--- config.mk ---
export PLATFORM = sky130hd
export DESIGN_NAME = bus_arbiter
export DESIGN_NICKNAME = d
export VERILOG_FILES = /design/src/rtl/bus_arbiter.sv
export SDC_FILE = /design/constraint.sdc
export NUM_CORES = 1
export LEC_CHECK = 0
export ABC_AREA = 1
export CORE_MARGIN = 2
export CORE_UTILIZATION = 35
export DETAILED_ROUTE_END_ITERATION = 10
export GPL_TIMING_DRIVEN = 0
export SLEW_MARGIN = 5
export SYNTH_ARGS = -nofsm -noshare
export SYNTH_HDL_FRONTEND = slang
export SYNTH_SLANG_ARGS = --single-unit
--- constraint.sdc ---
create_clock -name clk -period 2.1 [get_ports clk]
set_input_delay 0.525 -clock clk [delete_from_list [all_inputs] [get_ports clk]]
set_output_delay 0.525 -clock clk [all_outputs]
set_load 0.005 [all_outputs]
--- src/rtl/bus_arbiter.sv ---
// bus_arbiter: round-robin owner selection for a shared tri-state bus.
//   clk          rising-edge clock
//   reset        asynchronous active-low reset
//   req          level request per requester
//   lock         per requester; suppresses hold pre-emption of the owner
//   grant        registered one-hot (or zero) bus enable
//   grant_id     registered index of the owner, 0 when not busy
//   busy         registered, high while grant is non-zero
//   hold_expired registered one-cycle pulse when the hold limit is hit with
//                another requester waiting
// Also contains encoder: one-hot to binary index (zero input gives 0).

module encoder #(
  parameter int unsigned WIDTH = 4
) (
  input  logic [WIDTH-1:0]         onehot_i,
  output logic [$clog2(WIDTH)-1:0] index_o
);
  localparam int unsigned IW = $clog2(WIDTH);

  // OR of the indices of set bits; exact for one-hot inputs
  always_comb begin
    index_o = '0;
    for (int i = 0; i < int'(WIDTH); i++) begin
      if (onehot_i[i]) index_o = index_o | IW'(i);
    end
  end
endmodule

module bus_arbiter #(
  parameter int unsigned requester_num = 4,
  parameter int unsigned max_hold      = 15
) (
  input  logic                             clk,
  input  logic                             reset,
  input  logic [requester_num-1:0]         req,
  input  logic [requester_num-1:0]         lock,
  output logic [requester_num-1:0]         grant,
  output logic [$clog2(requester_num)-1:0] grant_id,
  output logic                             busy,
  output logic                             hold_expired
);
  localparam int unsigned N  = requester_num;
  localparam int unsigned IW = $clog2(requester_num);
  // Keep at least one counter bit so max_hold=0 still elaborates
  localparam int unsigned HW = (max_hold == 0) ? 1 : $clog2(max_hold + 1);
  localparam logic [HW-1:0] HOLD_MAX  = HW'(max_hold);
  localparam logic [HW-1:0] HOLD_LOAD = (max_hold == 0) ? HW'(0) : HW'(1);

  typedef enum logic [1:0] {
    ST_IDLE  = 2'd0,
    ST_OWNED = 2'd1,
    ST_TURN  = 2'd2
  } state_e;

  state_e          state_q, state_d;
  logic [N-1:0]    grant_q, grant_d;
  logic [IW-1:0]   grant_id_q, grant_id_d;
  logic            busy_q;
  logic            expired_q, expired_d;
  logic [HW-1:0]   hold_q, hold_d;
  logic [IW-1:0]   last_q, last_d;
  logic            seen_q, seen_d;

  logic            win_found;
  logic [IW-1:0]   win_idx;
  logic [IW-1:0]   cand;
  logic            owner_req;
  logic            owner_lock;
  logic            others_req;
  logic            preempt;

  // Round-robin search starting just after the previous owner
  always_comb begin
    win_found = 1'b0;
    win_idx   = '0;
    cand      = '0;
    for (int k = 1; k <= int'(N); k++) begin
      cand = IW'((int'(last_q) + k) % int'(N));
      if (!win_found && req[cand]) begin
        win_found = 1'b1;
        win_idx   = cand;
      end
    end
  end

  // grant_q is the owner mask while OWNED, so masking avoids indexing
  assign owner_req  = |(req & grant_q);
  assign owner_lock = |(lock & grant_q);
  assign others_req = |(req & ~grant_q);
  assign preempt    = (max_hold != 0) && (hold_q == HOLD_MAX) && !owner_lock && others_req;

  // Next-state and registered-output logic
  always_comb begin
    state_d   = state_q;
    grant_d   = grant_q;
    hold_d    = hold_q;
    last_d    = last_q;
    seen_d    = seen_q;
    expired_d = 1'b0;

    case (state_q)
      ST_OWNED: begin
        // Release takes precedence; both lead to a single TURN cycle
        if (!owner_req || preempt) begin
          state_d = ST_TURN;
          grant_d = '0;
          hold_d  = '0;
        end else if (hold_q != HOLD_MAX) begin
          hold_d = hold_q + HW'(1);
        end
      end
      default: begin
        if (win_found) begin
          state_d = ST_OWNED;
          grant_d = N'(1) << win_idx;
          last_d  = win_idx;
          hold_d  = HOLD_LOAD;
          seen_d  = 1'b0;
        end else begin
          state_d = ST_IDLE;
          grant_d = '0;
          hold_d  = '0;
        end
      end
    endcase

    // Pulse coincides with the first owned cycle at the hold limit
    if ((state_d == ST_OWNED) && (max_hold != 0) && (hold_d == HOLD_MAX) &&
        !seen_d && (|(req & ~grant_d))) begin
      expired_d = 1'b1;
      seen_d    = 1'b1;
    end
  end

  encoder #(.WIDTH(N)) u_encoder (
    .onehot_i (grant_d),
    .index_o  (grant_id_d)
  );

  // State and output registers
  always_ff @(posedge clk or negedge reset) begin
    if (!reset) begin
      state_q    <= ST_IDLE;
      grant_q    <= '0;
      grant_id_q <= '0;
      busy_q     <= 1'b0;
      expired_q  <= 1'b0;
      hold_q     <= '0;
      last_q     <= IW'(N - 1);
      seen_q     <= 1'b0;
    end else begin
      state_q    <= state_d;
      grant_q    <= grant_d;
      grant_id_q <= grant_id_d;
      busy_q     <= |grant_d;
      expired_q  <= expired_d;
      hold_q     <= hold_d;
      last_q     <= last_d;
      seen_q     <= seen_d;
    end
  end

  assign grant        = grant_q;
  assign grant_id     = grant_id_q;
  assign busy         = busy_q;
  assign hold_expired = expired_q;
endmodule

==> impl_metrics.tcl, run 1 <==
set metrics [dict create \
    global_route.usage.total_pct 15.03 \
    timing.critical_path.from "last_q[0]$_DFFE_PN1P_" \
    synth_area_mm2 0.001164 \
    yosys.cell_types.count 27 \
    worst_hold_path_type "flip-flop to flip-flop" \
    grt_first_pass_wirelength_um 4195 \
    insertion_delay_ps 290 \
    routed_via_density 4.821 \
    critical_path_class "flip-flop to flip-flop" \
    initial_core_util_pct 37.50 \
    antenna_violating_nets_post_route 0 \
    synthesis.area_per_instance_um2 7.365 \
    power_per_standard_cell_area_mw_per_mm2 1445 \
    dpl_worst_slack_ps -324.3 \
    reg2regPathDepth 15 \
    grt_max_degree 18 \
    placeableCoreArea_mm2 0.003103 \
    postSynthRegisterBits 17 \
    path_clk_slew_ps 100 \
    period_minus_slack_ps 2017 \
    cts.sinks 17 \
    hpwlAfterDp_um 2035 \
    die_w_um 61.66 \
    max-slew-margin-rel_pct 50.12 \
    drt_pass1_iterations 4 \
    placement.cell_area_mm2 0.001389 \
    std_cell_rows 20 \
    r2r_start "last_q[0]$_DFFE_PN1P_" \
    max_clock_freq_mhz 495.8 \
    clk_root_buffer_cell "sky130_fd_sc_hd__clkbuf_4" \
    avgRoutedWirePerCell_um 11.20 \
    remaining_drc_errors 0 \
    max-vdd-ir-drop_v 0.0005273 \
    seq_area_frac_synth_pct 36.77 \
    synthesis.instances 158 \
    worst_hold_startpoint "seen_q$_DFF_PN0_" \
    rsz0062_at_grt "yes" \
    final_max_slew_viol_count 0 \
    drt-total-wl_um 2497 \
    grt.overflow.total 0 \
    critPathRequiredTime_ps 2280 \
    arrival_time_of_the_worst_setup_path_ps 2200 \
    synthToLayoutAreaGrowth_pct 24.30 \
    floorplan.die.height_um 61.66 \
    ff_latch_area_um2 427.9 \
    tritoncts "yes" \
    numCtsBuffers 3 \
    clock_path_buffers 2 \
    first_iter_violations 33 \
    final_layout_size_suffix_gt1_share_pct 25.14 \
    top_signal_layer_used "met4" \
    outcome "finished clean" \
    final_util_pct 46.61 \
    ys.warnings.count 0 \
    wl_met1_um 1187 \
    detailroute.via_count 1075 \
    number_of_nets_in_the_layout 191 \
    port-buffer-count 17 \
    rr_endpoint "seen_q$_DFF_PN0_" \
    worst-r2r-setup-slack_ps 80 \
    via_count_of_the_first_global_routing_pass 994 \
    timing.hold.worst_path_depth 2 \
    setup_viol_count_final 0 \
    diodes 0 \
    final.setup.worst_slack_ps 82.98 \
    place_congestion 0.8133 \
    hold_path_end "seen_q$_DFF_PN0_" \
    n_fill_cell 335 \
    worst_setup_path_end_kind "flip-flop" \
    drv_cap 0 \
    boundaryPins 18 \
    antenna_found_initial 0 \
    p_leak_nw 0.7518 \
    final.setup_skew_ps 0.6648 \
    multiInputGateArea_um2 638.1 \
    dr_wl_met2_um 1199 \
    worstSetupStartpointType "flip-flop" \
    pin_slew_with_the_least_headroom_to_its_limit_ps 745.9 \
    post-route-cell-area_mm2 0.001446 \
    hold_viol 0 \
    cp_max_fo 10 \
    cts-htree-levels 1 \
    ctsHoldBuffers 0 \
    met3RoutedLength_um 103 \
    dieArea_mm2 0.003802 \
    fin_crit_sh_pct 96.05 \
    syn_nets 169 \
]
[area by class of cell]
class / instances / share of cell area (%)
Inverter: 23 / 6.574
Clock buffer: 3 / 1.557
Multi-Input combinational cell: 116 / 44.12
Sequential cell: 17 / 29.58
Tap cell: 44 / 3.806
Clock inverter: 1 / 0.3460
Timing Repair Buffer: 17 / 12.20
Buffer: 2 / 1.817
[worst max path at each step]
stage / slack, ps / cells after the start / endpoint
3_3_place_gp: -310 / 13 / seen_q$_DFF_PN0_
2_1_floorplan: 320 / 16 / seen_q$_DFF_PN0_
5_1_grt: -60 / 14 / seen_q$_DFF_PN0_
3_5_place_dp: -320 / 14 / seen_q$_DFF_PN0_
6_report: 80 / 15 / seen_q$_DFF_PN0_
4_1_cts: 10 / 15 / seen_q$_DFF_PN0_
[where the power goes]
part           switching (mW)  internal [mW]  total (mW)  leakage (nW)
clock                   0.101         0.0708       0.172        0.0177
sequential             0.0646          0.454       0.519         0.216
combinational           0.873          0.527        1.40         0.518
total                    1.04           1.05        2.09         0.752
[state kept, by name (all words and copies together) (netlist names)]
| name | flops |
|---|---|
| grant_id | 2 |
| seen_q | 1 |
| state_q | 2 |
| grant | 4 |
| last_q | 2 |
| hold_expired | 1 |
| busy | 1 |
| hold_q | 4 |
[repair_timing]
| item | 4_1_cts | 5_1_grt |
|---|---|---|
| endpoints found under the setup margin | 1 | 2 |
| setup buffers | 0 | 0 |
| pin swaps | 0 | 5 |
| resized for setup | 1 | 9 |
[stage by stage]
step / std cells / TNS [ps] / hold slack (ps) / power, mW
after floorplan: 158 / 0 / 229.4 / 1.547
after global placement: 219 / -855.1 / 463.9 / 1.844
after detailed placement: 219 / -956.9 / 472.3 / 1.877
after CTS: 223 / 0 / 498.0 / 2.065
after global routing: 223 / -108.8 / 533.9 / 2.298
final: 223 / 0 / 490.1 / 2.090
[cells in the final DEF, fill, tap and decap left out]
cell type                         netlist  layout
sky130_fd_sc_hd__nand3_2                2       3
sky130_fd_sc_hd__nor2_1                 6       6
sky130_fd_sc_hd__o21ai_2                1       1
sky130_fd_sc_hd__nor2_2                 1       1
sky130_fd_sc_hd__inv_1                 17      17
sky130_fd_sc_hd__inv_2                  4       4
sky130_fd_sc_hd__ha_1                   1       1
sky130_fd_sc_hd__mux2_2                 1       1
sky130_fd_sc_hd__nand4_1                8       8
sky130_fd_sc_hd__nand2_2               19      19
sky130_fd_sc_hd__nor2_4                 2       2
sky130_fd_sc_hd__dlymetal6s2s_1         0       3
sky130_fd_sc_hd__a21oi_1                5       5
sky130_fd_sc_hd__clkdlybuf4s50_1        0      13
sky130_fd_sc_hd__nor3_1                 1       1
sky130_fd_sc_hd__clkbuf_4               0       3
sky130_fd_sc_hd__a21boi_1               1       1
sky130_fd_sc_hd__buf_6                  2       1
sky130_fd_sc_hd__nand2_4                1       3
sky130_fd_sc_hd__dfrtp_1               15      15
sky130_fd_sc_hd__o21ai_1                2       2
sky130_fd_sc_hd__dlygate4sd2_1          0       1
sky130_fd_sc_hd__dfstp_2                2       2
sky130_fd_sc_hd__inv_8                  1       1
sky130_fd_sc_hd__xnor2_1                1       1
sky130_fd_sc_hd__nand2_1               45      43
sky130_fd_sc_hd__a221oi_1               1       1
sky130_fd_sc_hd__o21ai_0                3       3
sky130_fd_sc_hd__o2111ai_2              1       1
sky130_fd_sc_hd__buf_8                  0       1
sky130_fd_sc_hd__clkinv_2               1       2
sky130_fd_sc_hd__nand3_1               14      13
[metal layers]
layer / global-route usage, % / vias up
li1: - / 551
met1: 19.33 / 498
met2: 24.21 / 24
met3: 5.042 / 2
met4: 3.951 / 0
met5: 0 / -
[synthesized netlist by cell type (all sizes together)]
| master | number | area [µm²] |
|---|---|---|
| nand4 | 8 | 50.05 |
| ha | 1 | 12.51 |
| nor2 | 9 | 51.30 |
| nor3 | 1 | 5.000 |
| dfstp | 2 | 52.55 |
| xnor2 | 1 | 8.760 |
| o2111ai | 1 | 15.01 |
| a21boi | 1 | 7.510 |
| mux2 | 1 | 11.26 |
| nand3 | 16 | 90.09 |
| nand2 | 65 | 299.0 |
| o21ai | 6 | 33.78 |
| a21oi | 5 | 25.02 |
| inv | 22 | 90.08 |
| buf | 2 | 22.52 |
| clkinv | 1 | 5.000 |
| a221oi | 1 | 8.760 |
| dfrtp | 15 | 375.4 |
[critical path: stages, from the launching register on]
cell	delay [ps]
sky130_fd_sc_hd__dfstp_2	550
sky130_fd_sc_hd__buf_8	130
sky130_fd_sc_hd__inv_8	60
sky130_fd_sc_hd__nand2_2	60
sky130_fd_sc_hd__nand2_2	70
sky130_fd_sc_hd__nand2_2	90
sky130_fd_sc_hd__a21boi_1	170
sky130_fd_sc_hd__nand2_1	80
sky130_fd_sc_hd__clkinv_2	50
sky130_fd_sc_hd__nand2_2	70
sky130_fd_sc_hd__inv_1	100
sky130_fd_sc_hd__nand3_2	100
sky130_fd_sc_hd__nand3_1	90
sky130_fd_sc_hd__nand2_1	70
sky130_fd_sc_hd__o21ai_2	150
sky130_fd_sc_hd__nand2_1	60
[cell families after synthesis]
| kind of cell | share of synthesized area (%) |
|---|---|
| multiplexers | 0.9677 |
| AO/OA/AOI/OAI | 7.741 |
| XOR/XNOR | 0.7528 |
| adder cells (fa/ha/maj) | 1.075 |
| flip-flops | 36.77 |
| AND/OR/NAND/NOR | 42.58 |
| buffers and inverters | 10.11 |
Note: power is estimated with default switching activity, not from simulation.
==> run 2, diff against run 1 <==
--- a/config.mk
+++ b/config.mk
@@ -8,6 +8,7 @@
 export ABC_AREA = 1
 export CORE_MARGIN = 2
 export CORE_UTILIZATION = 35
+export CTS_CLUSTER_DIAMETER = 30
 export DETAILED_ROUTE_END_ITERATION = 10
 export GPL_TIMING_DRIVEN = 0
 export SLEW_MARGIN = 5
==> results of run 2 <==
Final layout, timing and power as in run 1 (identical DEF).
==> edit 1, RTL diff (settings of run 1) <==
Register the output `hold_expired` once more; this adds one clock of latency there. The other outputs are not delayed to match. Comments in the files are not updated.
--- a/src/rtl/bus_arbiter.sv
+++ b/src/rtl/bus_arbiter.sv
@@ -164,6 +164,8 @@
   assign grant        = grant_q;
   assign grant_id     = grant_id_q;
   assign busy         = busy_q;
-  assign hold_expired = expired_q;
+  always_ff @(posedge clk) begin
+    hold_expired <= expired_q;
+  end
 endmodule
 
Check against the original RTL: same outputs for any inputs over 4 cycles, from zero or initial values and one cycle with reset low; that may be too few to reach the edited logic, so the function may still have changed.
==> edit 1 against run 1 <==
Synthesized area increased by 1.7%; total power up 7.8%; wire length is 5.8% higher; hold slack worse by 0.13 ns; design area rose by 5.6%; sequential share of layout area fell by 0.26 points; setup slack got worse by 0.0082 ns; sequential power up 3%; critical path type unchanged; largest power group unchanged; combinational power rose by 7%; clock skew rose by 0.0025 ns; sequential cell count is 1 higher; die area grew 1.6%; largest cell class unchanged.
==> edit 1: results (changes against run 1) <==
The arrival time of data at the critical path endpoint is 2.22 ns (+0.02 ns), and the cell depth of the worst min-delay path is 0 (-2). The mux cell area share after synthesis was 0.951% (-0.016 points); the slack of the worst reg-to-reg path was 0.07 ns. The part of the Yosys area used for sequential elements came out at 37.8% (+1.1 points). The number of antenna violations at the first check in global routing came out at 0 (unchanged). The adder and majority gate portion of the synthesized area was 1.06% (-0.018 points).

The area after detailed placement was 0.00141 mm2 (+1.6%). The overall fraction of global-route tracks in use was 15.6% (+0.62 points); the maximum number of pins on one net before global-route repair was 18 (unchanged). Capture point of the worst reg-to-reg path: seen_q. The parity-gate share of the synthesized area counting xor and xnor cells was 0.740% (-0.013 points). The run gives 0.923 (+13%) as the last weighted congestion value of the routability-driven placer.

Cell at the root of the clock tree: clkbuf_4. The maximum root-to-sink buffer count was 2 (unchanged); the maximum fanout along the worst path was 10 (unchanged). In the post-synthesis netlist, the biggest area contributors are dfrtp_1 (32%), nand2_1 (14%), nand2_2 (10%). The run gives 0.359 ns (-0.131 ns) as the post-route worst hold slack. The global-route track usage on met1 came out at 19.4% (+0.12 points). After synthesis, the most frequently instantiated cells are nand2_1 (45), nand2_2 (19), inv_1 (17). The number of buffers created by CTS is 3 (unchanged). The compound-gate portion of the synthesized area is 7.61% (-0.13 points), and the final-stage net count is 194 (+1.6%). The worst hold path belongs to the class reg2reg.

The tools report the worst clock skew as 0.00317 ns (+0.00250 ns). First-pass GRT wire length: 4.86 mm (+16%). The worst IR drop on VDD was 0.000668 V (+27%). The tightest slew margin relative to the limit was 49.4% (-0.70 points); the number of global-route vias before repair was 1,084 (+9.1%).

The number of DRC markers after the initial detailed-route iteration was 74 (+120%). The async set-reset flop share out of synthesis is 94.4% (-5.6 points), and the met2 layer usage reported by global route is 27.0% (+2.8 points). Static power due to leakage: 0.778 nW (+3.5%). The synthesized net count is 170 (+0.59%), and the path depth of the worst reg2reg path is 14 (-1).

The tools report the end point of the most critical hold path as hold_expired. The post-detailed-route via-to-cell ratio works out to 4.86 (+0.72%). The tools report the critical hold path startpoint as expired_q. The sum of net half-perimeters after detailed placement came out at 2.06 mm (+1.4%). The run gives -0.341 ns (-0.0167 ns) as the pre-CTS setup slack. The share of cells above drive strength 1 was 26.9% (+1.8 points). Maximum level of the CTS H-tree: 1 (unchanged). The run gives 357 (+6.6%) as the count of fill cells added during filler insertion. Number of distinct library cells after synthesis: 28 (+3.7%). The number of buffer cells added on primary ports is 17 (unchanged).

The met3 routing resource usage after global routing is 2.36% (-2.7 points), and the detailed-route wire length per cell is 11.6 um (+3.5%). The later pin in the worst-skew pair is clocked with a latency of 0.30 ns. The flow ran to the end, and the final reports show no timing, DRC or antenna violations.
## edit 1: changes by cell type after synthesis, sizes merged
| cell | delta |
|---|---|
| dfxtp | +1 |
## edit 1: worst max path at each step
stage / startpoint / to / slack, ns / cells past startpoint
detailed placement: req[3] / seen_q / -0.34 / 14
finish: last_q[0] / seen_q / 0.07 / 14
floorplan: last_q[0] / seen_q / 0.32 / 16
global placement: req[2] / seen_q / -0.29 / 13
CTS: req[1] / seen_q / 0.01 / 13
global route: last_q[0] / seen_q / -0.09 / 14
## edit 1: worst max-delay path, cell delays in order, from the launching register on
cell,delay [ns]
dfstp_2,0.55
buf_8,0.13
inv_8,0.06
nand2_2,0.07
nand2_4,0.07
nand2_4,0.08
nand2_4,0.06
nor2_4,0.11
nand4_1,0.10
nand2_2,0.11
nand4_1,0.19
nand3_1,0.13
nand2_1,0.07
o21ai_2,0.14
nand2_1,0.06
## edit 1: kinds of logic (layout without fill, tap and decap cells)
logic type | count (synthesis) | in the layout
fa+ha+maj | 1 | 1
mux | 1 | 1
flops | 18 | 18
buf+inv | 25 | 48
xor+xnor | 1 | 1
compound gates | 14 | 14
simple gates | 99 | 99
## edit 1: stage by stage
stage / setup TNS, ns / cells
finish: 0 / 228
global route: -0.179 / 228
detailed placement: -1.14 / 222
CTS: 0 / 226
floorplan: 0 / 159
global placement: -0.857 / 222
## edit 1: power breakdown
part           leakage (nW)  switching, mW  internal [mW]  total, mW
clock network        0.0210          0.110          0.106      0.215
registers             0.224         0.0629          0.473      0.536
logic                 0.533          0.924          0.578       1.50
total                 0.778           1.10           1.16       2.25
## edit 1: area by class of cell
class | instances | area, um2 | share of cell area, %
plain buffers | 2 | 26.3 | 1.72
clock buffers | 4 | 36.3 | 2.38
inverters | 23 | 95.1 | 6.22
multi-input cells | 116 | 681 | 44.6
flip-flops and latches | 18 | 448 | 29.3
well taps | 46 | 57.6 | 3.77
repair buffers | 19 | 184 | 12.0
## edit 1: metal layers
layer	vias up	part of all wire, %
met5	-	0
met3	5	4.5
met2	23	50
met4	0	1.6
met1	524	44
li1	555	-
## edit 1: repair_timing
| action | in CTS | in global routing |
|---|---|---|
| endpoints found under the setup margin | 2 | 2 |
| gates resized for setup | 3 | 16 |
| endpoints found under the hold margin | 0 | 0 |
| buffers inserted | 0 | 2 |
| pin swaps | 0 | 1 |
==> edit 2, RTL diff (config.mk and constraints of run 1) <==
Made on the original files. Change the parameter `max_hold` from 15 to 30.
--- a/src/rtl/bus_arbiter.sv
+++ b/src/rtl/bus_arbiter.sv
@@ -29,7 +29,7 @@
 
 module bus_arbiter #(
   parameter int unsigned requester_num = 4,
-  parameter int unsigned max_hold      = 15
+  parameter int unsigned max_hold      = 30
 ) (
   input  logic                             clk,
   input  logic                             reset,
Check against the original RTL: same outputs for any inputs over 10 cycles, from zero or initial values and one cycle with reset low; that may be too few to reach the edited logic, so the function may still have changed.
==> edit 2 against run 1 <==
Wire length rose by 15%; total power rose by 14%; design area rose by 12%; setup slack got worse by 0.068 ns; synthesized area rose by 1.6%; sequential cell count rose by 1; critical path depth did not move; non-clock buffer count rose by 8; sequential power rose by 5.0%; count of clock-buffer cells in the layout did not move; hold slack got worse by 0.0049 ns; critical path type unchanged; critical endpoint unchanged; highest routed layer unchanged.
==> edit 2: results (changes against run 1) <==
The run finished with clean final reports. For the number of DRC markers after the initial detailed-route iteration, the log shows 40 (+21%). The tools report the post-layout instance count excluding filler cells as 241 (+8.1%). The met3 routing resource usage after global routing was 1.09% (-4.0 points). The synthesized net count was 178 (+5.3%); the detailed-route wire length per cell was 12.0 um (+6.9%).

The tightest slew margin relative to the limit came out at 47.9% (-2.2 points). The slack of the worst reg-to-reg path is 0.02 ns (-0.07 ns), and the number of instances in the synthesized netlist is 166 (+5.1%). The number of remaining DRC errors is 0 (unchanged). The cell depth of the worst min-delay path was 2 (unchanged); the global-route track usage on met1 was 19.6% (+0.24 points). Sorting the synthesized cells by how often they occur yields nand2_1 (63), nand2_2 (17), dfrtp_1 (16). The logs give 25 (-7.4%) for the number of distinct library cells after synthesis and 0.485 ns (-0.00485 ns) for the post-route worst hold slack.

For the maximum number of pins on one net before global-route repair, the log shows 19 (+1). The final-stage net count came out at 209 (+9.4%). The tools report the count of fill cells added during filler insertion as 315 (-6.0%). The tools report the part of the Yosys area used for sequential elements as 38.3% (+1.5 points).

The met2 layer usage reported by global route was 26.2% (+2.0 points). The number of global-route vias before repair was 1,106 (+11%). The maximum fanout along the worst path was 5 (-5). The total vias in the final route was 1,157 (+7.6%); the parity-gate share of the synthesized area counting xor and xnor cells was 0% (-0.75 points). The tools report the overall fraction of global-route tracks in use as 15.1% (+0.086 points). By area the synthesized netlist is led by dfrtp_1 (34%), nand2_1 (20%), nand2_2 (9.0%).

The clock latency of the later-clocked register in the worst-skew pair came out at 0.29 ns (about the same). The first-pass GRT wire length is 4.77 mm (+14%), and the static power due to leakage is 0.824 nW (+9.6%). The compound-gate portion of the synthesized area is 5.61% (-2.1 points), and the worst clock skew is 0.00644 ns (+0.00577 ns). The share of cells above drive strength 1 is 30.3% (+5.1 points), and the mux cell area share after synthesis is 0% (-0.97 points).

The count of max-cap constraint violations came out at 0 (unchanged). Number of cells in the design after placement: 229 (+4.6%).
[edit 2: logic make-up (layout without fill, tap and decap cells)]
| logic type | count (synthesis) | after routing |
|---|---|---|
| buffers and inverters | 18 | 47 |
| AOI/OAI and AO/OA | 11 | 11 |
| and+or+nand+nor | 117 | 117 |
| DFF | 18 | 18 |
| adders and majority gates | 2 | 2 |
[edit 2: tightest hold or removal path, stage by stage (launching register included)]
cell and delay (ns):
dfrtp_1 0.35, nand2_1 0.05, nand2_1 0.05
[edit 2: path summary, 6_finish.rpt]
check,from,endpoint
worst max-delay path,last_q[0],seen_q
worst min-delay path,seen_q,seen_q
worst max register to register,last_q[0],seen_q
worst min register to register,seen_q,seen_q
max in group asynchronous,reset,grant[3]
min in group asynchronous,reset,grant[2]
[edit 2: report_power, final]
part | switching (mW) | internal (mW)
Sequential | 0.0742 | 0.471
Clock | 0.0987 | 0.0667
Combinational | 0.993 | 0.669
[edit 2: routing by layer]
layer  wire [um]  vias to the layer above
met1        1310                      554
met5           0                        -
met3          31                        6
met2        1490                       12
li1            -                      585
met4          51                        0
[edit 2: final cells by class]
cell class                 count  area [um2]  area share [%]
buffer                         1        15.0           0.926
clock buffer                   3        22.5            1.39
inverter                      17        73.8            4.55
multi-input combinational    130         763            47.1
sequential                    18         453            27.9
tap                           46        57.6            3.55
timing repair buffer          26         236            14.6
[edit 2: what timing repair did]
item | 4_1_cts | 5_1_grt
setup buffers | 0 | 9
setup endpoints to repair | 2 | 2
pin swaps | 0 | 21
resized for setup | 11 | 28
[edit 2: stage by stage]
stage	area, um2	power [mW]	setup slack, ns
3_3_place_gp	1410	1.75	-0.595
4_1_cts	1450	2.01	0.0211
5_1_grt	1620	2.59	-0.103
3_5_place_dp	1410	1.78	-0.591
6_report	1620	2.37	0.0152
2_1_floorplan	1180	1.45	0.271
